[src/rtl/leglite_bus_tracer.sv]
// Trace recorder for the LEGLite CPU: snoops instruction and data buses into a
// circular buffer, stops a programmable number of samples after a trigger.
module leglite_bus_tracer #(
  parameter int AW        = 16,
  parameter int DW        = 16,
  parameter int DEPTH     = 16,
  parameter int PW        = 4,
  parameter int POST_TRIG = 8
) (
  input  logic                     clock,
  input  logic                     reset,
  input  logic [AW-1:0]            iaddr,
  input  logic [DW-1:0]            idata,
  input  logic [AW-1:0]            draddr,
  input  logic [DW-1:0]            dwdata,
  input  logic [DW-1:0]            drdata,
  input  logic                     dwrite,
  input  logic                     dread,
  input  logic                     arm,
  input  logic                     abort,
  input  logic [1:0]               trig_mode,
  input  logic [AW-1:0]            trig_addr,
  input  logic                     rd_en,
  input  logic [PW-1:0]            rd_idx,
  output logic [2+2*AW+2*DW-1:0]   rd_data,
  output logic                     rd_valid,
  output logic [1:0]               state,
  output logic [PW:0]              fill,
  output logic [PW-1:0]            trig_pos,
  output logic                     done
);

  localparam int SW = 2 + 2*AW + 2*DW;

  localparam logic [1:0] S_IDLE  = 2'd0;
  localparam logic [1:0] S_ARMED = 2'd1;
  localparam logic [1:0] S_POST  = 2'd2;
  localparam logic [1:0] S_DONE  = 2'd3;

  localparam logic [PW:0] DEPTH_W = (PW+1)'(DEPTH);
  localparam logic [PW:0] POST_W  = (PW+1)'(POST_TRIG);

  logic [SW-1:0] mem [DEPTH];

  logic [PW-1:0] wr_ptr;
  logic [PW:0]   post_left;

  logic [DW-1:0] dval;
  logic [SW-1:0] sample;
  logic          trig_hit;
  logic          write_en;
  logic [PW:0]   fill_inc;
  logic [PW:0]   trig_diff;
  logic [PW-1:0] rd_ptr;

  assign dval      = dwrite ? dwdata : drdata;
  assign sample    = {dwrite, dread, iaddr, idata, draddr, dval};
  assign fill_inc  = (fill == DEPTH_W) ? fill : fill + 1'b1;
  assign trig_diff = fill_inc - POST_W;
  assign rd_ptr    = wr_ptr - fill[PW-1:0] + rd_idx;
  assign write_en  = reset && !abort && (state == S_ARMED || state == S_POST);
  assign done      = (state == S_DONE);

  always_comb begin
    trig_hit = 1'b0;
    case (trig_mode)
      2'd0:    trig_hit = 1'b1;
      2'd1:    trig_hit = (iaddr == trig_addr);
      2'd2:    trig_hit = dwrite && (draddr == trig_addr);
      default: trig_hit = dread && (draddr == trig_addr);
    endcase
  end

  // Trace RAM is left uninitialised so it can map onto block memory.
  always_ff @(posedge clock) begin
    if (write_en)
      mem[wr_ptr] <= sample;
  end

  always_ff @(posedge clock) begin
    if (!reset) begin
      state     <= S_IDLE;
      wr_ptr    <= '0;
      fill      <= '0;
      post_left <= '0;
      trig_pos  <= '0;
    end else if (abort) begin
      state     <= S_IDLE;
      fill      <= '0;
      post_left <= '0;
    end else begin
      case (state)
        S_IDLE, S_DONE: begin
          if (arm) begin
            state     <= S_ARMED;
            wr_ptr    <= '0;
            fill      <= '0;
            post_left <= '0;
          end
        end
        S_ARMED: begin
          wr_ptr <= wr_ptr + 1'b1;
          fill   <= fill_inc;
          if (trig_hit) begin
            if (POST_TRIG == 1) begin
              state    <= S_DONE;
              trig_pos <= trig_diff[PW-1:0];
            end else begin
              state     <= S_POST;
              post_left <= POST_W - 1'b1;
            end
          end
        end
        default: begin
          // The write made while one post sample remains closes the capture.
          wr_ptr    <= wr_ptr + 1'b1;
          fill      <= fill_inc;
          post_left <= post_left - 1'b1;
          if (post_left == 1) begin
            state    <= S_DONE;
            trig_pos <= trig_diff[PW-1:0];
          end
        end
      endcase
    end
  end

  // Index 0 is the oldest stored entry; indices past fill read as zero.
  always_ff @(posedge clock) begin
    if (!reset) begin
      rd_data  <= '0;
      rd_valid <= 1'b0;
    end else if (state == S_DONE && rd_en) begin
      rd_valid <= 1'b1;
      rd_data  <= ({1'b0, rd_idx} < fill) ? mem[rd_ptr] : '0;
    end else begin
      rd_valid <= 1'b0;
    end
  end

endmodule

[config.mk]
export PLATFORM = sky130hd
export DESIGN_NAME = leglite_bus_tracer
export DESIGN_NICKNAME = d
export VERILOG_FILES = /design/src/rtl/leglite_bus_tracer.sv
export SDC_FILE = /design/constraint.sdc
export NUM_CORES = 1
export LEC_CHECK = 0
export ABC_CLOCK_PERIOD_IN_PS = 5900
export CORE_MARGIN = 5
export CORE_UTILIZATION = 42
export DETAILED_ROUTE_END_ITERATION = 6
export GPL_TIMING_DRIVEN = 1
export SKIP_CTS_REPAIR_TIMING = 1
export SYNTH_ARGS = -nofsm -noshare
export SYNTH_HDL_FRONTEND = slang
export SYNTH_SLANG_ARGS = --single-unit
[constraint.sdc]
create_clock -name clock -period 5.9 [get_ports clock]
set_input_delay 0.59 -clock clock [delete_from_list [all_inputs] [get_ports clock]]
set_output_delay 0.59 -clock clock [all_outputs]
set_load 0.02 [all_outputs]
### Word-level counts from Yosys, hierarchy flattened

Memory sizes are Yosys's and may differ from the RTL's.
Cells that the tools add are included.

| storage, ports and cells | value |
|---|---|
| register bits | 87 |
| bits in writable memories | 1056 |
| input port bits | 109 |
| output and inout bits | 79 |
| logic and storage cells | 63 |
| memories | 1 |

Memory list:

| name | words | width | rd ports | clocked after memory_dff | write ports | line | RTL |
|---|---|---|---|---|---|---|---|
| mem | 16 | 66 | 1 | 0 | 1 | 43 | `logic [SW-1:0] mem [DEPTH];` |

| cells by class | value |
|---|---|
| add/subtract/negate cells | 6 |
| magnitude comparators | 1 |
| eq/ne operators | 11 |
| multiplexer cells | 17 |
| bitwise operators | 3 |
| reduce and logical (&&, ||, !) cells | 17 |

Operators with widths:

| operator | number |
|---|---|
| 66-bit 2-to-1 mux | 1 |
| 16-bit equality test | 2 |
| 5-bit 2-to-1 mux | 4 |
| 16-bit 2-to-1 mux | 1 |
| 5-bit case mux with 2 select lines | 1 |
| 4-bit 2-to-1 mux | 2 |
| 2-bit equality test, second input constant | 3 |
| 2-bit 2-to-1 mux | 3 |
| 3-bit AND reduction | 2 |
| 5-bit by 1-bit adder with 5-bit output, second input constant | 1 |
| 5-bit by 1-bit equality test with 1-bit output, second input constant | 1 |
| 5-bit equality test, second input constant | 1 |
| 1-bit logical AND | 5 |
| 4-bit by 5-bit < comparator with 1-bit output | 1 |
| 5-bit by 1-bit subtractor with 5-bit output, second input constant | 1 |
| 4-bit by 1-bit adder with 4-bit output, second input constant | 1 |
| 4-bit adder | 1 |
| 2-bit by 1-bit equality test with 1-bit output, second input constant | 2 |
| 2-bit zero test | 2 |
| 2-bit != test, second input constant | 2 |
| 2-bit case mux with 2 select lines | 1 |
| 2-bit AND reduction | 2 |
| 2-bit OR reduction | 2 |
| 4-bit subtractor | 1 |
| other kinds (8) | 12 |

### Logic depth before layout (Yosys ltp)

Gate-level depths: netlist of run 1.

| depth | value |
|---|---|
| depth in word-level cells | 5 |
| gate-level depth with buffers | 12 |
| gate-level depth less buffers | 10 |

### Least setup slack after synthesis of run 1

OpenSTA, ideal clock, no wires.

| timing path | value |
|---|---|
| path type | register to register |
| start point | reg state[0] |
| end point | mem mem[0][0] (netlist bit) (enable) |
| library setup time | 571 ps |
| arrival time | 6057 ps |
| data required time | 5329 ps |
| path slack | -728 ps |
| cell stages (with the launch flop) | 8 |
| path buffers | 1 |
| period minus slack after synthesis | 6628 ps |
| cells stage by stage | dfxtp_1 inv_1 ha_1 nor2_1 and2_1 clkbuf_1 nand2_1 nor3_1 |

| between the ends | value |
|---|---|
| word-level cells in the longest chain between the ends | 5 |
| elaborated cells on any way between the ends | 6 |
| classes of those cells | 2 x eq/ne; 2 x mux; 2 x reduce/logical |

Ends and longest elaborated chain:

| element | line | RTL |
|---|---|---|
| start, declared | 27 | `output logic [1:0] state,` |
| start signal, assigned | 82 | `state <= S_IDLE;` |
| start signal, assigned | 88 | `state <= S_IDLE;` |
| start signal, assigned | 95 | `state <= S_ARMED;` |
| 2-bit by 1-bit equality test with 1-bit output / 2-bit equality test (equally long branches) | 61 | `assign write_en = reset && !abort && (state == S_ARMED \|\| state == S_POST);` |
| 1-bit logical OR (*) | 61 |  |
| 1-bit logical AND (*) | 61 |  |
| 1-bit 2-to-1 mux (*) | 76 | `if (write_en)` |
| 1-bit 2-to-1 mux (implied by the code) (*) | 77 | `mem[wr_ptr] <= sample;` |
| end, declared | 43 |  |

Mark *: on every way between the ends. The rest lies on a longest branch, timed or not.

### Worst setup path in the final report of run 1

| timing path | value |
|---|---|
| start point | reg wr_ptr[2] |
| end point | reg rd_data[35] |

| between the ends | value |
|---|---|
| word-level cells in the longest chain between the ends | 4 |

Ends and longest elaborated chain:

| element | line | RTL |
|---|---|---|
| start, declared | 45 | `logic [PW-1:0] wr_ptr;` |
| start signal, assigned | 102 | `wr_ptr <= wr_ptr + 1'b1;` |
| start signal, assigned | 116 | `wr_ptr <= wr_ptr + 1'b1;` |
| 4-bit subtractor | 60 | `assign rd_ptr = wr_ptr - fill[PW-1:0] + rd_idx;` |
| 4-bit adder | 60 |  |
| memory read 16 x 66 bit | -- |  |
| 66-bit 2-to-1 mux | 135 | `rd_data <= ({1'b0, rd_idx} < fill) ? mem[rd_ptr] : '0;` |
| end signal, assigned | 135 |  |
| end, declared | 25 | `output logic [2+2*AW+2*DW-1:0] rd_data,` |

No other way between the ends.
A chain may end at the register's enable or synchronous reset.

==> results of run 1 <==
==> path summary, 6_finish.rpt <==
check	slack, ns	endpoint	start	depth (start not counted)
worst max-delay path	1.89	rd_data[35]$_SDFFE_PN0P_	wr_ptr[2]$_SDFFE_PN0P_	11
worst min-delay path	0.41	fill[0]$_SDFFE_PP0N_	reset	3
worst max register to register	1.89	rd_data[35]$_SDFFE_PN0P_	wr_ptr[2]$_SDFFE_PN0P_	11
worst min register to register	0.45	rd_data[25]$_SDFFE_PN0P_	rd_data[25]$_SDFFE_PN0P_	2
==> registers in the layout (all words and copies together), names as in the netlist <==
name,flops
wr_ptr,4
mem,1056
fill,5
rd_data,66
trig_pos,4
state,2
rd_valid,1
post_left,5
==> per-layer routing <==
| metal | share of wire (%) | global-route usage, % | vias up |
|---|---|---|---|
| met4 | 1.8 | 4.678 | 8 |
| met3 | 8.1 | 4.713 | 139 |
| met5 | 0.043 | 0 | - |
| met2 | 49 | 32.60 | 816 |
| met1 | 41 | 27.61 | 11980 |
| li1 | - | - | 9426 |
==> synth_stat cells (10+ instances only) <==
library cell,number,area share (%)
mux4_2,264,13
a21boi_1,40,0.67
xor2_1,15,0.29
mux2_2,16,0.40
nor2_1,18,0.15
o211ai_1,66,1.1
edfxtp_1,1056,71
xnor2_1,24,0.47
o21ai_0,14,0.16
nand2_1,82,0.69
a21oi_1,14,0.16
dfxtp_1,87,3.9
buf_2,46,0.51
inv_1,20,0.17
nand3_1,10,0.11
a21boi_0,26,0.44
clkbuf_1,65,0.54
nor3_1,13,0.15
buf_1,14,0.12
mux2i_1,200,4.5
ha_1,20,0.56
==> worst register-to-register path: stages, from the launching register on <==
cell      delay, ns
dfxtp_1        0.73
inv_1          0.20
fa_1           0.52
inv_1          0.04
ha_1           0.31
xnor2_2        0.29
buf_12         0.38
buf_4          0.64
mux2i_1        0.33
mux2i_1        0.12
o211ai_1       0.21
a21boi_1       0.11
==> cell type report <==
type / instances / share of cell area (%)
diodes: 5 / 0.02379
clock buffers: 159 / 6.032
clock inverters: 54 / 1.087
inverters: 20 / 0.1427
multi-input cells: 879 / 20.86
flip-flops and latches: 1143 / 63.60
well taps: 1391 / 3.309
repair buffers: 252 / 4.943
==> through the flow <==
stage / total power [mW] / setup slack [ns] / utilization [%] / hold slack (ns)
3_3_place_gp: 10.95 / 1.335 / 46.21 / 0.4461
4_1_cts: 18.18 / 1.907 / 49.75 / 0.3647
5_1_grt: 18.64 / 1.731 / 49.75 / 0.4377
6_report: 18.02 / 1.887 / 49.76 / 0.4126
2_1_floorplan: 10.38 / 1.042 / - / 0.4587
3_5_place_dp: 10.99 / 1.311 / 46.21 / 0.4483
==> power breakdown <==
group	internal, mW	leakage (nW)	total [mW]	switching (mW)
Clock	4.26	1.83	7.24	2.98
Sequential	8.87	10.2	8.88	0.00719
Combinational	0.911	4.78	1.91	0.995
Total	14.0	16.8	18.0	3.98
==> placed cells by master (no fill, tap or decap), types with 13 or more instances in the layout <==
master,count
clkbuf_16,115
clkbuf_8,13
edfxtp_1,1056
nand2_1,81
buf_4,45
mux2i_1,200
xnor2_1,22
xor2_1,15
mux2_2,16
ha_1,19
clkbuf_1,31
dfxtp_1,86
clkinv_1,17
a21oi_1,13
o211ai_1,66
clkinv_2,18
o21ai_0,14
buf_12,20
inv_1,20
clkdlybuf4s50_1,185
a21boi_0,26
mux4_2,264
a21boi_1,40
==> kinds of logic after synthesis <==
kind of cell	count (synthesis)	share of synthesized area, %
AOI/OAI and AO/OA	178	2.862
xor gates and xnor gates	39	0.7616
adders and majority gates	23	0.6918
buffers and inverters	147	1.375
DFF	1143	74.58
muxes	480	18.12
and+or+nand+nor	159	1.604
==> summary.md, run 1 <==
| Metric | Value |
|---|---|
| Post-Syn Instances | 2169 |
| Cell Area, Synth | 44850 sq um |
| Core Area | 105700 sq um |
| Initial Util | 42.43% |
| Sequential Area | 33460 sq um |
| Clock buffer depth | 3 |
| Rows | 119 |
| Post-synth ARST share | 0% |
| TritonCTS buffer count | 112 |
| Status | finished clean |
| CTS tree | yes |
| Post-DRT Antenna Nets | 0 |
| Via/cell ratio | 5.732 |
| Area grow syn2layout | 17.28% |
| Clock Skews | 0.03717 ns |
| RSZ-0062 raised after global routing | false |
| Crit path time final | 4.013 ns |
| Die area | 113400 sq um |
| Cell Pwr Density | 342.7 nW/um^2 |
| Layout cells sized above 1 | 21.50% |
| Nets | 2540 |
| Pre-Repair DR Iteration Count | 5 |
| DRC | 0 |
| Ys flop type | edfxtp_1 |
| Largest net degree at the start of global routing | 78 |
| Fmax achieved | 0.2492 GHz |
| Post-synthesis register bit count | 1143 |
| Worst Path Required | 6.45 ns |
| Crit start category | flip-flop |
| Syn avg cell area | 20.68 sq um |
| First-pass GRT wire length | 163500 microns |
| Final WL | 113600 microns |
| Min-delay worst type | in -> reg |
| Placed insts | 3685 |
| Slew HR | 18.25% |
| Post-detail-place hpwl | 60710 microns |
| Area occupied by multi-input gates | 10970 sq um |
| Final hold vios | 0 |
| Post-synth EDFFs | 1056 |
| Final Cell Area | 52600 sq um |
| Measured slew at the worst slew-check pin | 1.226 ns |
| P_leak | 16.80 nW |
| Htree depth | 3 |
| Vias in the first global route | 23350 |
| Placed inst area | 48850 sq um |
| Critical-path top delay cell | dfxtp_1 |
| Maxcap violations | 0 |
| WS Path Type | reg -> reg |
| Critical path's top delay family | buffers and inverters |
| Crit-path cells | inv_1, fa_1, inv_1, ha_1, xnor2_2, buf_12, buf_4, mux2i_1, mux2i_1, o211ai_1, a21boi_1 |
| I/O Pins | 188 |
| Grt ovf | 0 |
| Chip height | 336.8 microns |
| Routability cong. | 0.7547 |
| Fill cells | 8461 |
| Wire per inst | 29.11 microns |
| Period utilisation layout | 68.02% |
| Die extent in x | 336.8 microns |
| Seq/Total Area, Yosys | 74.58% |
| Peak supply drop | 0.2184 mV |
| Non-Filler Instances | 3903 |
| Port-buffer cells | 187 |
| Syn_nets | 2301 |
| Worst-Skew Late Latency | 0.70 ns |
| Initial antenna violation count | 10 |
| Root Driver | clkbuf_16 |
| CP Capture Type | flip-flop |
| Worst-path maximum fanout | 52 |
| Synth unique cells | 46 |
| Reg clk slew, reported paths | 0.07 ns |
| YS warnings | 0 |
| Sink Count | 1143 |
| Crit path arrival time | 4.56 ns |
| Fin Setup TNS | 0 ns |
| Final setup fails | 0 |
| Critical path's largest stage delay | 0.73 ns |
| Count of pins over their slew limit | 0 |
| Crit path buf inv count | 4 |
| Gr usage total | 19.97% |
| Iter 0 DRT Violations | 2001 |
| Via count | 22370 |
Note: power is estimated with default switching activity, not from simulation.
==> run 2: changes to the inputs <==
- ABC_CLOCK_PERIOD_IN_PS: 5900 -> 3800
- clock period: 5.9 -> 3.8 ns (I/O delays scaled with it)
==> run 2 against run 1 <==
  * Sequential share of layout area decreased by 1.5 points
  * Highest routed layer unchanged
  * Largest power group unchanged
  * Global-route usage increased by 0.22 points
  * Die area unchanged
  * Routed wire length increased by 1.0%
  * Non-clock buffer count increased by 93
==> summary.md, run 2 (same netlist as run 1, synthesis figures left out) <==
| Metric | Value |
|---|---|
| WHS Endpoint | fill[2]$_SDFFE_PP0N_ |
| Combinational power share | 11.4% |
| Crit-path cells | inv_1, ha_1, inv_1, ha_4, fa_4, buf_12, buf_12, mux4_2, mux2i_1, mux2i_1, o211ai_1, a21boi_1 |
| P_int | 21.72 mW |
| Core Area | 105700 sq um |
| Reg2reg setup slack | 0.36 ns |
| Most frequent cells in the layout | 1056 x edfxtp_1, 264 x mux4_2, 200 x mux2i_1 |
| Crit path buf inv count | 4 |
| Sw Pwr | 6.247 mW |
| Maxcap violations | 0 |
| CTS tree | yes |
| Chip height | 336.8 microns |
| Sw Share | 22.34% |
| Pre-Repair DR Iteration Count | 5 |
| Worst hold slack | 0.2884 ns |
| Routability cong. | 0.7806 |
| Crit start category | flip-flop |
| Fin Setup TNS | 0 ns |
| Crit path launch | wr_ptr[0]$_SDFFE_PN0P_ |
| Crit path time final | 3.445 ns |
| Post-detail-place hpwl | 68120 microns |
| P_leak | 17.43 nW |
| Fmax achieved | 0.2903 GHz |
| End of the worst register-to-register path | rd_data[10]$_SDFFE_PN0P_ |
| Initial Util | 42.43% |
| Non-Filler Instances | 3996 |
| Sequential Area | 33460 sq um |
| Final worst slack | 0.3554 ns |
| Critical-path top delay cell | fa_4 |
| Iter 0 DRT Violations | 2157 |
| Worst-Skew Late Latency | 0.68 ns |
| CP Capture Type | flip-flop |
| Hold Path Stages | 4 |
| Final hold vios | 0 |
| Final WL | 114800 microns |
| R2R depth | 12 |
| Die extent in x | 336.8 microns |
| Area grow syn2layout | 20.10% |
| Largest net degree at the start of global routing | 79 |
| Via count | 22820 |
| Critical path's largest stage delay | 0.94 ns |
| Status | finished clean |
| Die area | 113400 sq um |
| DRC | 0 |
| Crit path arrival time | 3.99 ns |
| Slew HR | 16.16% |
| Commonest non-fill, non-tap cell in the layout | edfxtp_1 |
| Reg power frac | 49.3% |
| Fill cells | 8360 |
| WS Path Type | reg -> reg |
| Count of pins over their slew limit | 0 |
| First-pass GRT wire length | 165900 microns |
| DP Worst Slack | -0.1363 ns |
| Biggest register | mem |
| Worst Path Required | 4.35 ns |
| RSZ-0062 raised after global routing | false |
| Wire per inst | 28.72 microns |
| Layout cells sized above 1 | 24.38% |
| Final setup fails | 0 |
| Critical path's top delay family | adder cells |
| Area occupied by multi-input gates | 10970 sq um |
| Cell Pwr Density | 519.2 nW/um^2 |
| Hold_sp | reset |
| Post-DRT Antenna Nets | 0 |
| Htree depth | 3 |
| Top flop regs | mem (1056), rd_data (66) |
| I/O Pins | 188 |
| Nets | 2635 |
| Rows | 119 |
| Gr usage total | 20.18% |
| Sink Count | 1143 |
| Port-buffer cells | 187 |
| Initial antenna violation count | 10 |
| Via/cell ratio | 5.710 |
| Peak supply drop | 0.4245 mV |
| Worst r2r src | wr_ptr[0]$_SDFFE_PN0P_ |
| Min-delay worst type | in -> reg |
| Measured slew at the worst slew-check pin | 1.258 ns |
| Clock buffer depth | 3 |
| TritonCTS buffer count | 114 |
| Reg clk slew, reported paths | 0.06 ns |
| Grt ovf | 0 |
| Root Driver | clkbuf_16 |
| Clock share of power | 39.3% |
| Max reg flops | 1056 |
| Vias in the first global route | 23700 |
| Period utilisation layout | 90.65% |
| Worst-path maximum fanout | 28 |
| Clock Skews | 0.02597 ns |
| Placed insts | 3778 |
| Finished Core Util | 50.95% |
run 2: cell count changes in the layout (fill, tap and decap cells not counted), sizes merged:
cell / previous run / this run
buf: 67 / 160
bufinv: 12 / 8
clkbuf: 159 / 158
clkinv: 36 / 42
clkinvlp: 3 / 2
diode: 5 / 4
inv: 23 / 24
run 2: through the flow:
stage          area, sq um  power [mW]
3_5_place_dp         50180       17.29
3_3_place_gp         50180       17.24
6_report             53870       27.97
4_1_cts              53860       28.23
2_1_floorplan        44880       16.11
5_1_grt              53860       28.95
run 2: power groups by stage:
stage / Clock, mW / Sequential (mW) / Combinational, mW
4_1_cts: 11.2 / 13.8 / 3.24
3_5_place_dp: 0 / 14.1 / 3.24
5_1_grt: 11.7 / 13.8 / 3.42
6_report: 11.0 / 13.8 / 3.20
2_1_floorplan: 0 / 14.1 / 2.05
3_3_place_gp: 0 / 14.0 / 3.19
run 2: worst max path at each step:
stage	slack [ns]	cells after the start	endpoint
3_5_place_dp	-0.14	12	rd_data[42]$_SDFFE_PN0P_
3_3_place_gp	-0.14	12	rd_data[4]$_SDFFE_PN0P_
2_1_floorplan	-1.06	7	mem[12][0]$_DFFE_PP_
6_report	0.36	12	rd_data[10]$_SDFFE_PN0P_
4_1_cts	0.33	12	rd_data[10]$_SDFFE_PN0P_
5_1_grt	0.19	12	rd_data[4]$_SDFFE_PN0P_
run 2: final cells by class:
cell class | count | share of cell area [%]
clock buffers | 158 | 5.849
diodes | 4 | 0.01858
repair buffers | 345 | 7.308
multi-input cells | 879 | 20.37
flip-flops and latches | 1143 | 62.11
inverters | 20 | 0.1394
clock inverters | 56 | 0.9709
well taps | 1391 | 3.231
run 2: worst register-to-register path: cells and delay by family, from the launching register on:
family	cells	cell delay [ns]
buf+inv	4	0.67
flops	1	0.43
mux	3	0.59
compound gates	2	0.23
fa+ha+maj	3	1.39
run 2: metal layers:
metal  vias to the layer above  part of all wire, %  track usage (%)
met5                         -                0.023                0
met4                         6                  1.4            4.678
met3                       113                  7.4            4.524
met2                       763                   48            32.43
met1                     12290                   43            28.56
li1                       9643                    -                -
